**src/rtl/bus_decode.sv**
```systemverilog
// Address decoder and cycle terminator for the 68030 bus: chip selects, internally
// timed DSACK for ROM/IO, autovector, reset-time ROM overlay and bus-error watchdog.
module bus_decode #(
    parameter int ROM_WAIT     = 3,
    parameter int IO_WAIT      = 5,
    parameter int BERR_TIMEOUT = 64
) (
    input  logic        CLK,
    input  logic        nRST,
    input  logic        nAS,
    input  logic        RnW,
    input  logic [2:0]  FC,
    input  logic [15:0] ADDR,
    output logic        DRAM_nCS,
    output logic        ROM_nCS,
    output logic [3:0]  IO_nCS,
    output logic        DSACK0,
    output logic        DSACK1,
    output logic        BERR,
    output logic        AVEC,
    output logic [1:0]  dbg_state
);

    localparam logic [1:0] S_IDLE = 2'd0;
    localparam logic [1:0] S_WAIT = 2'd1;
    localparam logic [1:0] S_ACK  = 2'd2;
    localparam logic [1:0] S_HOLD = 2'd3;

    localparam logic [2:0] C_DRAM = 3'd0;
    localparam logic [2:0] C_ROM  = 3'd1;
    localparam logic [2:0] C_IO   = 3'd2;
    localparam logic [2:0] C_IACK = 3'd3;
    localparam logic [2:0] C_BAD  = 3'd4;

    localparam logic [3:0] ROM_W    = 4'(ROM_WAIT);
    localparam logic [3:0] IO_W     = 4'(IO_WAIT);
    localparam logic [7:0] WD_LIMIT = 8'(BERR_TIMEOUT - 1);

    logic [1:0] state;
    logic [3:0] wcnt;
    logic [7:0] wdcnt;
    logic       overlay;
    logic       rom_fe_q;
    logic       io_q;

    logic [2:0] cls;
    logic       rom_fe;
    logic       active;

    // Write direction and A23..A20 play no part in decoding.
    logic unused_inputs;
    assign unused_inputs = ^{RnW, ADDR[7:4]};

    // ADDR carries A31..A16, so A[n] lives at ADDR[n-16].
    always_comb begin
        cls    = C_BAD;
        rom_fe = 1'b0;
        if (FC == 3'd7) begin
            cls = (ADDR[3:0] == 4'hF) ? C_IACK : C_BAD;
        end else if (overlay && ADDR[15:8] == 8'h00) begin
            cls = C_ROM;
        end else if (ADDR[15:12] == 4'h0) begin
            cls = C_DRAM;
        end else if (ADDR[15:8] == 8'hFE) begin
            cls    = C_ROM;
            rom_fe = 1'b1;
        end else if (ADDR[15:8] == 8'hFF) begin
            cls = C_IO;
        end
    end

    assign active   = ~nAS & nRST;
    assign DRAM_nCS = ~(active && cls == C_DRAM);
    assign ROM_nCS  = ~(active && cls == C_ROM);
    assign IO_nCS   = (active && cls == C_IO) ? ~(4'b0001 << ADDR[1:0]) : 4'hF;
    assign dbg_state = state;

    always_ff @(posedge CLK) begin
        if (!nRST) begin
            state    <= S_IDLE;
            wcnt     <= 4'd0;
            wdcnt    <= 8'd0;
            overlay  <= 1'b1;
            rom_fe_q <= 1'b0;
            io_q     <= 1'b0;
            DSACK0   <= 1'b0;
            DSACK1   <= 1'b0;
            BERR     <= 1'b0;
            AVEC     <= 1'b0;
        end else begin
            if (nAS) begin
                wdcnt <= 8'd0;
            end else if (wdcnt != 8'hFF) begin
                wdcnt <= wdcnt + 8'd1;
            end

            case (state)
                S_IDLE: begin
                    if (!nAS) begin
                        rom_fe_q <= rom_fe;
                        io_q     <= (cls == C_IO);
                        case (cls)
                            C_ROM: begin
                                if (ROM_W == 4'd0) begin
                                    DSACK0 <= 1'b1;
                                    DSACK1 <= 1'b1;
                                    state  <= S_ACK;
                                end else begin
                                    wcnt  <= ROM_W;
                                    state <= S_WAIT;
                                end
                            end
                            C_IO: begin
                                if (IO_W == 4'd0) begin
                                    DSACK0 <= 1'b1;
                                    DSACK1 <= 1'b0;
                                    state  <= S_ACK;
                                end else begin
                                    wcnt  <= IO_W;
                                    state <= S_WAIT;
                                end
                            end
                            C_DRAM: state <= S_HOLD;
                            C_IACK: begin
                                AVEC  <= 1'b1;
                                state <= S_HOLD;
                            end
                            default: begin
                                BERR  <= 1'b1;
                                state <= S_HOLD;
                            end
                        endcase
                    end
                end
                S_WAIT: begin
                    if (nAS) begin
                        // Aborted cycle: the ROM-at-FE access still counts as having ended.
                        state <= S_IDLE;
                        wcnt  <= 4'd0;
                        BERR  <= 1'b0;
                        AVEC  <= 1'b0;
                        if (rom_fe_q) overlay <= 1'b0;
                    end else begin
                        wcnt <= wcnt - 4'd1;
                        if (wcnt == 4'd1) begin
                            DSACK0 <= 1'b1;
                            DSACK1 <= ~io_q;
                            state  <= S_ACK;
                        end
                    end
                end
                default: begin
                    if (nAS) begin
                        state  <= S_IDLE;
                        wcnt   <= 4'd0;
                        DSACK0 <= 1'b0;
                        DSACK1 <= 1'b0;
                        BERR   <= 1'b0;
                        AVEC   <= 1'b0;
                        if (rom_fe_q) overlay <= 1'b0;
                    end
                end
            endcase

            // Watchdog overrides whatever the state machine is doing.
            if (!nAS && wdcnt == WD_LIMIT) begin
                BERR <= 1'b1;
            end
        end
    end

endmodule

```
**config.mk**
```make
export PLATFORM = sky130hd
export DESIGN_NAME = bus_decode
export DESIGN_NICKNAME = d
export VERILOG_FILES = /design/src/rtl/bus_decode.sv
export SDC_FILE = /design/constraint.sdc
export NUM_CORES = 1
export LEC_CHECK = 0
export BUFFER_PORTS_ARGS = -buffer_cell sky130_fd_sc_hd__buf_2
export CAP_MARGIN = 20
export CORE_ASPECT_RATIO = 1.25
export CORE_UTILIZATION = 43
export DETAILED_ROUTE_END_ITERATION = 10
export GPL_TIMING_DRIVEN = 0
export PLACE_DENSITY_LB_ADDON = 0.08
export SLEW_MARGIN = 10
export SYNTH_ARGS = -nofsm -noshare
export SYNTH_HDL_FRONTEND = slang
export SYNTH_SLANG_ARGS = --single-unit
export TNS_END_PERCENT = 20
```
**constraint.sdc**
```tcl
create_clock -name CLK -period 4.5 [get_ports CLK]
set_clock_uncertainty 0.05 [all_clocks]
set_input_delay 0.9 -clock CLK [delete_from_list [all_inputs] [get_ports CLK]]
set_output_delay 0.9 -clock CLK [all_outputs]
set_load 0.05 [all_outputs]
```
==> run metrics <==
status=finished clean; leading area contributor after synthesis=dfxtp_1; Hold Crit Class=flip-flop to flip-flop; Compound-Gate Fraction of Synth Area=20.1%; Fin Setup TNS=0 ns; Yosys warning count=0; drt drc=0; Worst EP required=3.55 ns; Sink Count=21; Main synth FF type=dfxtp_1; clock-pin slew on the worst setup and hold paths=0.12 ns; clk buf depth=2; period utilization=73.8%; Post-CTS Hold Fix Bufs=0; Placed Area=0.00144 sq mm; number of global-route vias before repair=1,211; mux share of post-synthesis cell area=0.796%; PwrDens=269 mW/mm^2; Post-synth EDFFs=0; initial antenna violation count=0; hpwl dp=2330 um; xor/xnor share of the synthesized area=2.79%; post-synthesis simple-gate area fraction=33.2%; Fmax=301 MHz; crit path max fanout=9; die area=0.00315 sq mm; wirelength, routed=3000 um; Via-to-Cell Ratio=5.65; Core Footprint=0.00273 sq mm; clk root buf=clkbuf_4; Post-synth ARST share=0%; max_slew headroom=57.9%; Die Y=62.5 um; Final nets=214; Final Cell Area=0.00146 sq mm; post-route minimum period=3.32 ns; P&R area growth vs syn=16.3%; row count=21; TritonCTS clock tree=done; placer congestion estimate=0.874; Synth Instances=154; drt pass-1 iters=4; Final Hold Vio Count=0; endpoints failing setup=0; maximum VDD drop=0.000157 V; post-synthesis sequential area ratio=33.4%; Seq cells post-synth=21; I/O pins=35; Fillers=277; pin count of the biggest net entering global routing=13; synthesized net count=182; cell with the most instances after synthesis=dfxtp_1; Diodes inserted=0; Tot Pwr=393 uW; Global Route Usage Sum=20.9%; Post-CTS Setup Bufs=0; final cell count without fillers=219; fin util=53.5%; placed insts=215; Initial Utilization=46.0%; Max H-tree Level=1; GRT Residual Overflow=0; drt initial violations=19; max-slew violations=0; share of layout cells above drive strength 1=21.6%; Post-CTS Resized=0; first-pass GRT wire length=5200 um; ANT nets after route=0; Slew @ Worst Pin=0.623 ns; Setup CP Type=input port to output port; post-synthesis average cell area=8.17 sq um; WP data arrival=2.37 ns; top-area cell type share of the netlist area=33.4%; top cells by area, synth=dfxtp_1 33%, nand2_1 5.1%, ha_1 5.0%; Leak=0.000577 uW; wire length per cell=13.7 um; critical path capture point type=output port; TritonCTS Buffers=3; RSZ-0062 raised after global routing=no; Post-synth top cells=21 x dfxtp_1, 17 x nand2_1, 12 x nor2_1, 11 x nand3_1, 8 x inv_1; mapped cell area=0.00126 sq mm; Synth cell types=49; Max Cap Viol=0; largest family of logic cells by synthesized area=simple AND/OR/NAND/NOR gates; vias=1,238; Synth Area in Adders=4.98%; insertion delay of the later-clocked pin in the worst-skew pair=0.31 ns; number of port buffers=27; Setup crit start kind=input port; Die Width=50.4 um
-- layer usage --
layer / track usage [%] / part of all wire, % / vias to the layer above
met3: 2.43 / 2.1 / 5
met2: 39.5 / 54 / 21
met1: 23.0 / 42 / 581
li1: - / - / 631
met4: 7.29 / 1.6 / 0
met5: 0 / 0 / -
-- final timing paths --
check	from	endpoint	slack, ns	cells past startpoint
min	overlay$_SDFFE_PN1P_	overlay$_SDFFE_PN1P_	0.40	2
max reg2reg	dbg_state[1]$_SDFFE_PN0P_	dbg_state[1]$_SDFFE_PN0P_	2.75	8
min reg2reg	overlay$_SDFFE_PN1P_	overlay$_SDFFE_PN1P_	0.40	2
max	nAS	IO_nCS[0]	1.18	6
-- critical path: stages --
cell and delay, ns:
buf_2 0.17, inv_2 0.12, nand2_1 0.25, nor3_2 0.35
or3b_1 0.36, buf_2 0.21
-- cell families (layout without fill, tap and decap cells) --
kind of cell,count (synthesis),in the layout
buf+inv,13,44
xor+xnor,4,4
flops,21,21
mux,1,1
simple gates,75,75
fa+ha+maj,5,5
compound gates,35,35
-- registers in the layout, indices dropped and copies added (netlist names) --
register and count:
wdcnt 8, wcnt 4, dbg_state 2, AVEC 1, BERR 1, DSACK0 1, DSACK1 1, io_q 1
overlay 1, rom_fe_q 1
-- cells in the final DEF (no fill, tap or decap), types with 4 or more instances in the layout --
| cell type | instances |
|---|---|
| nor3_1 | 4 |
| dfxtp_1 | 21 |
| nand4_1 | 4 |
| nand3_1 | 11 |
| inv_1 | 8 |
| buf_2 | 29 |
| o21ai_0 | 5 |
| ha_1 | 5 |
| nor2_1 | 12 |
| a21oi_1 | 6 |
| nor2b_1 | 5 |
| nand2_1 | 17 |
-- stage by stage --
step           worst slack, ns  hold WS, ns
2_1_floorplan             1.32        0.365
3_3_place_gp              1.23        0.377
3_5_place_dp              1.20        0.386
4_1_cts                   1.18        0.405
5_1_grt                   1.10        0.427
6_report                  1.18        0.401
-- power by group --
part	internal [uW]	total, uW	switching (uW)	leakage (uW)
Combinational	36.6	101	64.1	0.000389
Clock	33.2	91.6	58.3	0.0000177
Sequential	194	201	7.39	0.000171
Total	263	393	130	0.000577
-- final cells by class --
class                   instances  area [sq um]  share of cell area (%)
multi-input cells             120           778                    53.2
flip-flops and latches         21           420                    28.7
repair buffers                 27           135                    9.24
well taps                      34          42.5                    2.91
inverters                       9          33.8                    2.31
plain buffers                   4          25.0                    1.71
clock buffers                   3          22.5                    1.54
clock inverters                 1          5.00                   0.342
Note: power is estimated with default switching activity, not from simulation.
